**src/rtl/bk_addsub_pipe.sv**
```systemverilog
// Three-stage pipelined WIDTH-bit adder/subtractor built on a Brent-Kung prefix carry network,
// with a valid/ready handshake that lets downstream stalls propagate back to the input.
module bk_addsub_pipe #(
    parameter int WIDTH = 32,
    parameter int TAG_W = 4
) (
    input  logic             clk,
    input  logic             rst,
    input  logic             in_valid,
    output logic             in_ready,
    input  logic [WIDTH-1:0] in_a,
    input  logic [WIDTH-1:0] in_b,
    input  logic             in_cin,
    input  logic             in_sub,
    input  logic [TAG_W-1:0] in_tag,
    output logic             out_valid,
    input  logic             out_ready,
    output logic [WIDTH-1:0] out_sum,
    output logic             out_cout,
    output logic             out_ovf,
    output logic             out_zero,
    output logic [TAG_W-1:0] out_tag
);

    localparam int LOG = $clog2(WIDTH);

    if (WIDTH < 4 || WIDTH > 64 || (WIDTH & (WIDTH - 1)) != 0) begin : g_bad_width
        $error("bk_addsub_pipe: WIDTH must be a power of two in 4..64");
    end
    if (TAG_W < 1) begin : g_bad_tag
        $error("bk_addsub_pipe: TAG_W must be at least 1");
    end

    // Stage registers
    logic             r1_valid, r2_valid, r3_valid;
    logic [WIDTH-1:0] r1_p, r1_g;
    logic             r1_c0;
    logic [TAG_W-1:0] r1_tag, r2_tag, r3_tag;
    logic [WIDTH:0]   r2_c;
    logic [WIDTH-1:0] r2_p;
    logic [WIDTH-1:0] r3_sum;
    logic             r3_cout, r3_ovf, r3_zero;

    logic             w_ld1, w_ld2, w_ld3;
    logic [WIDTH-1:0] w_bx;
    logic             w_c0;
    logic [WIDTH-1:0] w_sum;
    logic [WIDTH:0]   w_c;

    // Load enables ripple back combinationally from the consumer; an empty stage always loads.
    assign w_ld3    = ~r3_valid | out_ready;
    assign w_ld2    = ~r2_valid | w_ld3;
    assign w_ld1    = ~r1_valid | w_ld2;
    assign in_ready = w_ld1;

    assign w_bx = in_b ^ {WIDTH{in_sub}};
    assign w_c0 = in_cin ^ in_sub;

    // Up-sweep: level l merges groups of 2^l bits into groups of 2^(l+1).
    logic [WIDTH-1:0] w_ug [LOG+1];
    logic [WIDTH-1:0] w_up [LOG+1];
    assign w_ug[0] = r1_g;
    assign w_up[0] = r1_p;

    for (genvar l = 0; l < LOG; l++) begin : g_up
        for (genvar i = 0; i < WIDTH; i++) begin : g_bit
            if (((i + 1) % (2 ** (l + 1))) == 0) begin : g_node
                assign w_ug[l+1][i] = w_ug[l][i] | (w_up[l][i] & w_ug[l][i-(2**l)]);
                assign w_up[l+1][i] = w_up[l][i] & w_up[l][i-(2**l)];
            end else begin : g_pass
                assign w_ug[l+1][i] = w_ug[l][i];
                assign w_up[l+1][i] = w_up[l][i];
            end
        end
    end

    // Down-sweep: fill the prefixes the up-sweep left partial, largest stride first.
    logic [WIDTH-1:0] w_dg [LOG];
    logic [WIDTH-1:0] w_dp [LOG];
    assign w_dg[0] = w_ug[LOG];
    assign w_dp[0] = w_up[LOG];

    for (genvar j = 0; j < LOG - 1; j++) begin : g_down
        localparam int STEP = 2 ** (LOG - 2 - j);
        for (genvar i = 0; i < WIDTH; i++) begin : g_bit
            if ((i >= 3 * STEP - 1) && (((i + 1) % (2 * STEP)) == STEP)) begin : g_node
                assign w_dg[j+1][i] = w_dg[j][i] | (w_dp[j][i] & w_dg[j][i-STEP]);
                assign w_dp[j+1][i] = w_dp[j][i] & w_dp[j][i-STEP];
            end else begin : g_pass
                assign w_dg[j+1][i] = w_dg[j][i];
                assign w_dp[j+1][i] = w_dp[j][i];
            end
        end
    end

    assign w_c   = {w_dg[LOG-1] | (w_dp[LOG-1] & {WIDTH{r1_c0}}), r1_c0};
    assign w_sum = r2_p ^ r2_c[WIDTH-1:0];

    always_ff @(posedge clk or posedge rst) begin
        if (rst) begin
            r1_valid <= 1'b0;
            r1_p     <= '0;
            r1_g     <= '0;
            r1_c0    <= 1'b0;
            r1_tag   <= '0;
        end else if (w_ld1) begin
            r1_valid <= in_valid;
            r1_p     <= in_a ^ w_bx;
            r1_g     <= in_a & w_bx;
            r1_c0    <= w_c0;
            r1_tag   <= in_tag;
        end
    end

    always_ff @(posedge clk or posedge rst) begin
        if (rst) begin
            r2_valid <= 1'b0;
            r2_c     <= '0;
            r2_p     <= '0;
            r2_tag   <= '0;
        end else if (w_ld2) begin
            r2_valid <= r1_valid;
            r2_c     <= w_c;
            r2_p     <= r1_p;
            r2_tag   <= r1_tag;
        end
    end

    always_ff @(posedge clk or posedge rst) begin
        if (rst) begin
            r3_valid <= 1'b0;
            r3_sum   <= '0;
            r3_cout  <= 1'b0;
            r3_ovf   <= 1'b0;
            r3_zero  <= 1'b1;
            r3_tag   <= '0;
        end else if (w_ld3) begin
            r3_valid <= r2_valid;
            r3_sum   <= w_sum;
            r3_cout  <= r2_c[WIDTH];
            r3_ovf   <= r2_c[WIDTH] ^ r2_c[WIDTH-1];
            r3_zero  <= ~|w_sum;
            r3_tag   <= r2_tag;
        end
    end

    assign out_valid = r3_valid;
    assign out_sum   = r3_sum;
    assign out_cout  = r3_cout;
    assign out_ovf   = r3_ovf;
    assign out_zero  = r3_zero;
    assign out_tag   = r3_tag;

endmodule
```
**config.mk**
```make
export PLATFORM = sky130hd
export DESIGN_NAME = bk_addsub_pipe
export DESIGN_NICKNAME = d
export VERILOG_FILES = /design/src/rtl/bk_addsub_pipe.sv
export SDC_FILE = /design/constraint.sdc
export NUM_CORES = 1
export LEC_CHECK = 0
export BUFFER_PORTS_ARGS = -buffer_cell sky130_fd_sc_hd__buf_2
export CORE_MARGIN = 3
export CORE_UTILIZATION = 58
export DETAILED_ROUTE_END_ITERATION = 7
export GPL_TIMING_DRIVEN = 0
export PLACE_DENSITY = 0.8
export SYNTH_ARGS = -nofsm -noshare
export SYNTH_HDL_FRONTEND = slang
export SYNTH_SLANG_ARGS = --single-unit
```
**constraint.sdc**
```tcl
create_clock -name clk -period 10.4 [get_ports clk]
set_clock_uncertainty 0.05 [all_clocks]
set_input_delay 1.04 -clock clk [delete_from_list [all_inputs] [get_ports clk]]
set_output_delay 1.04 -clock clk [all_outputs]
set_load 0.05 [all_outputs]
```
# ---- Yosys cells after proc, flatten, opt, wreduce, memory -nomap -nowiden
# Cells that the tools add are included.
dict set report classes {
  n_reduce_logical 2
  n_bitwise 185
}
# operator count
set ops {}
lappend ops {{$and 1x1->1} 114}
lappend ops {{$xor 32x32->32} 3}
lappend ops {{$and 32x32->32} 2}
lappend ops {{$or 1x1->1} 60}
lappend ops {{$or 32x32->32} 1}
lappend ops {{$reduce_or 32->1} 1}
lappend ops {{$not 1->1} 3}
lappend ops {{$xor 1x1->1} 2}
lappend ops {{$logic_not 1->1} 1}
dict set report totals {
  regBits 180
  word_cells 202
  output_inout_bits 41
  in_bits 74
}

# ---- Logic depth before layout (Yosys ltp)
dict set report depth {
  word_depth 17
  ltp_mapped 8
  ltp_nobuf 8
}

# ---- Worst setup path before layout
# No wires, ideal clock.
dict set report synth_timing {
  path_type {input -> output}
  start {in out_ready}
  end {out in_ready}
  path_stages 6
  setup_slack_ps 6837
  arrival_time_ps 2473
  path_buffers 3
  required_time_ps 9310
  path_cell_list {nand2b_1 clkbuf_1 nor2_1 nand2_1 clkbuf_1 clkbuf_1}
}
dict set report synth_via {
  elab_chain_len 3
}
# item line_no
set synth_lines {}
lappend synth_lines {{from (decl)} 17} ;# input logic out_ready,
lappend synth_lines {{$or 1x1->1} 51} ;# assign w_ld3 = ~r3_valid | out_ready;
lappend synth_lines {{$or 1x1->1} 52} ;# assign w_ld2 = ~r2_valid | w_ld3;
lappend synth_lines {{$or 1x1->1} 53} ;# assign w_ld1 = ~r1_valid | w_ld2;
lappend synth_lines {{to (decl)} 10} ;# output logic in_ready,
# Every way passes these cells.

# ---- Final worst setup path
# Same ends and word-level chain as after synthesis.

==> results.py <==
metrics = {
    "setup_path": {
        "start_kind": "input port",
        "crit_required_ns": 9.31,
        "critPathCaptureType": "output port",
        "r2r_cells": 8,
        "crit_top_cell": "clkbuf_1",
        "path_class": "in -> out",
        "cp_cell_sequence": "buf_2, nand2b_1, clkbuf_1, nor2_1, nand2_1, clkbuf_1, clkbuf_1, buf_2",
        "max_stage_delay_ns": 0.57,
        "critPathArrivalTime_ns": 3.28,
        "cp_slowest_cell": "clkbuf_1",
        "critPathMaxFanout": 10,
    },
    "pwr": {
        "p_leak_nw": 4.593,
        "power_density_mw_per_mm2": 247.0,
        "power_mw": 2.369,
        "vdd_drop_max_v": 0.0001486,
    },
    "clock_tree": {
        "cts_hold_buf": 0,
        "post-cts-setup-buffer-count": 0,
        "path_clk_slew_ns": 0.06,
        "numCtsBuffers": 17,
        "clock_sink_count": 180,
        "clk_latency_ns": 0.43,
        "htree_levels": 4,
        "cts_buffer_depth": 2,
        "cts_tree": "done",
        "root_buffer": "clkbuf_16",
        "cts-resized-gates": 0,
    },
    "detailed_routing": {
        "ant_nets": 0,
        "wirelength_um": 18820,
        "post-route-drc-count": 0,
        "wl_per_cell_um": 17.22,
        "drt_iter0_markers": 632,
        "first_pass_iters": 5,
        "via_per_inst": 5.565,
        "vias": 6082,
    },
    "die": {
        "io_pins": 115,
        "initial_core_util_pct": 60.49,
        "die_h_um": 124.7,
        "placementRows": 42,
        "dieWidth_um": 124.7,
        "core_mm2": 0.01351,
        "fp.dieArea_mm2": 0.01555,
    },
    "job": {
        "maxCapViolCount": 0,
    },
    "logic_synthesis": {
        "syn_area_per_cell_um2": 10.60,
        "synth_seq_area_share_pct": 55.15,
        "synthArstFlopShare_pct": 100.0,
        "synthFlopType": "dfrtp_1",
        "synth_cell_types": 41,
        "synth_nets": 877,
        "synth-warning-count": 0,
        "synth_edf_count": 0,
        "synth_seq_cells": 180,
        "netlist_area_mm2": 0.008169,
        "synthCells": 771,
    },
    "placed_design": {
        "io_buffers": 113,
        "place_congestion": 0.8684,
        "hpwlAfterDp_um": 13650,
        "placed_cells": 1061,
    },
    "sta": {
        "final-setup-viol-count": 0,
        "max_freq_ghz": 0.2289,
        "hold_viol": 0,
        "hold_ws_ns": 0.4122,
        "rsz0062_at_grt": "false",
        "fin_crit_sh_pct": 42.01,
        "min_period_ns": 4.369,
        "setup_tns_ns": 0,
        "relSlewSlack_pct": 45.25,
        "tightest_slew_ns": 0.8212,
        "slew_viol_final": 0,
    },
    "finish": {
        "final_common_cell": "dfrtp_1",
        "layout_common_cells": "179 x dfrtp_1, 147 x nand2_1, 115 x buf_2",
        "fin_util_pct": 70.99,
        "n_antenna_cell": 0,
        "fin_cells": 1093,
        "nets": 1010,
        "drive_gt1_share_pct": 25.08,
        "area_delta_synth_final_pct": 17.37,
    },
    "status": {
        "status": "finished clean",
    },
    "global_route": {
        "grtUsageMet2_pct": 37.66,
        "grt_pass1_wl_um": 31020,
        "grt_overflow": 0,
        "use_met3_pct": 5.832,
        "grt_max_degree": 131,
        "grt_util_all_layers_pct": 24.95,
        "antenna_found_initial": 0,
        "grt.busiest_layer": "met2",
        "met1_usage_pct": 36.36,
        "grt_pass1_vias": 5878,
    },
    "worst_hold_path": {
        "hp-class": "reg -> reg",
        "whs_path_depth": 2,
    },
}
per-layer routing:
| metal | vias up | routed length [µm] |
|---|---|---|
| li1 | 2844 | - |
| met1 | 2953 | 8687 |
| met2 | 254 | 8454 |
| met3 | 31 | 1301 |
| met4 | 0 | 376 |
| met5 | - | 0 |
layout make-up:
type                       instances  area, µm²
multi-input combinational        548       3500
sequential                       180       4506
inverter                           8      37.54
tap                              176      220.2
fill                             978       3918
buffer                            35      133.9
clock inverter                     9      100.1
clock buffer                      23      498.0
timing repair buffer             114      593.1
sequential cells by signal, indices dropped and copies added (netlist names):
name	count
r2_c	33
out_sum	32
r1_g	32
r1_p	32
r2_p	32
out_tag	4
r1_tag	4
r2_tag	4
out_cout	1
out_ovf	1
out_valid	1
out_zero	1
r1_c0	1
r1_valid	1
r2_valid	1
through the flow:
stage               worst slack, ns  area [µm²]
floorplan                     4.425        8169
detailed placement            6.102        8990
finish                        6.031        9588
CTS                           6.113        9588
global route                  5.904        9588
global placement              2.611        8955
path summary, 6_finish.rpt:
kind	start	end	slack (ns)
max	out_ready	in_ready	6.03
min	out_tag[0]$_DFFE_PP0P_	out_tag[0]$_DFFE_PP0P_	0.41
max reg2reg	out_valid$_DFFE_PP0P_	r1_g[28]$_DFFE_PP0P_	7.87
min reg2reg	out_tag[0]$_DFFE_PP0P_	out_tag[0]$_DFFE_PP0P_	0.41
max in group asynchronous	rst	r2_tag[3]$_DFFE_PP0P_	8.79
min in group asynchronous	rst	out_sum[19]$_DFFE_PP0P_	0.55
cell usage after synthesis, types with 5 or more instances:
master | number | area (µm²)
mux2_2 | 66 | 743.2
nand3_1 | 6 | 30.03
clkbuf_1 | 24 | 90.09
nand2_1 | 147 | 551.8
nor4_1 | 6 | 37.54
dfrtp_1 | 179 | 4479
ha_1 | 32 | 400.4
inv_1 | 8 | 30.03
a21o_1 | 5 | 37.54
nand2b_1 | 6 | 37.54
o21ai_0 | 17 | 85.08
xnor2_1 | 23 | 201.4
a21oi_1 | 54 | 270.3
nor2_1 | 98 | 367.9
nand4_1 | 5 | 31.28
buf_1 | 9 | 33.78
a31oi_1 | 5 | 31.28
xor2_1 | 43 | 376.6
power breakdown:
part	internal, mW	switching [mW]	total (mW)	leakage [nW]
Combinational	0.226	0.491	0.717	2.16
Clock	0.384	0.262	0.645	0.295
Sequential	0.870	0.136	1.01	2.14
Total	1.48	0.889	2.37	4.59
worst max-delay path: cells and delay by family:
family	cells	cell delay (ns)
buf+inv	5	1.73
simple gates	3	0.49
cells by family (layout without fill, tap and decap cells):
group                    after synthesis  count (layout)  share of synthesized area [%]
flip-flops                           180             180                          55.15
AND/OR/NAND/NOR                      283             283                          14.17
XOR/XNOR                              66              66                          7.076
adder cells (fa/ha/maj)               32              32                          4.901
AO/OA/AOI/OAI                        101             101                          7.597
multiplexers                          66              66                          9.098
buffers and inverters                 43             189                          2.006
Note: power is estimated with default switching activity, not from simulation.
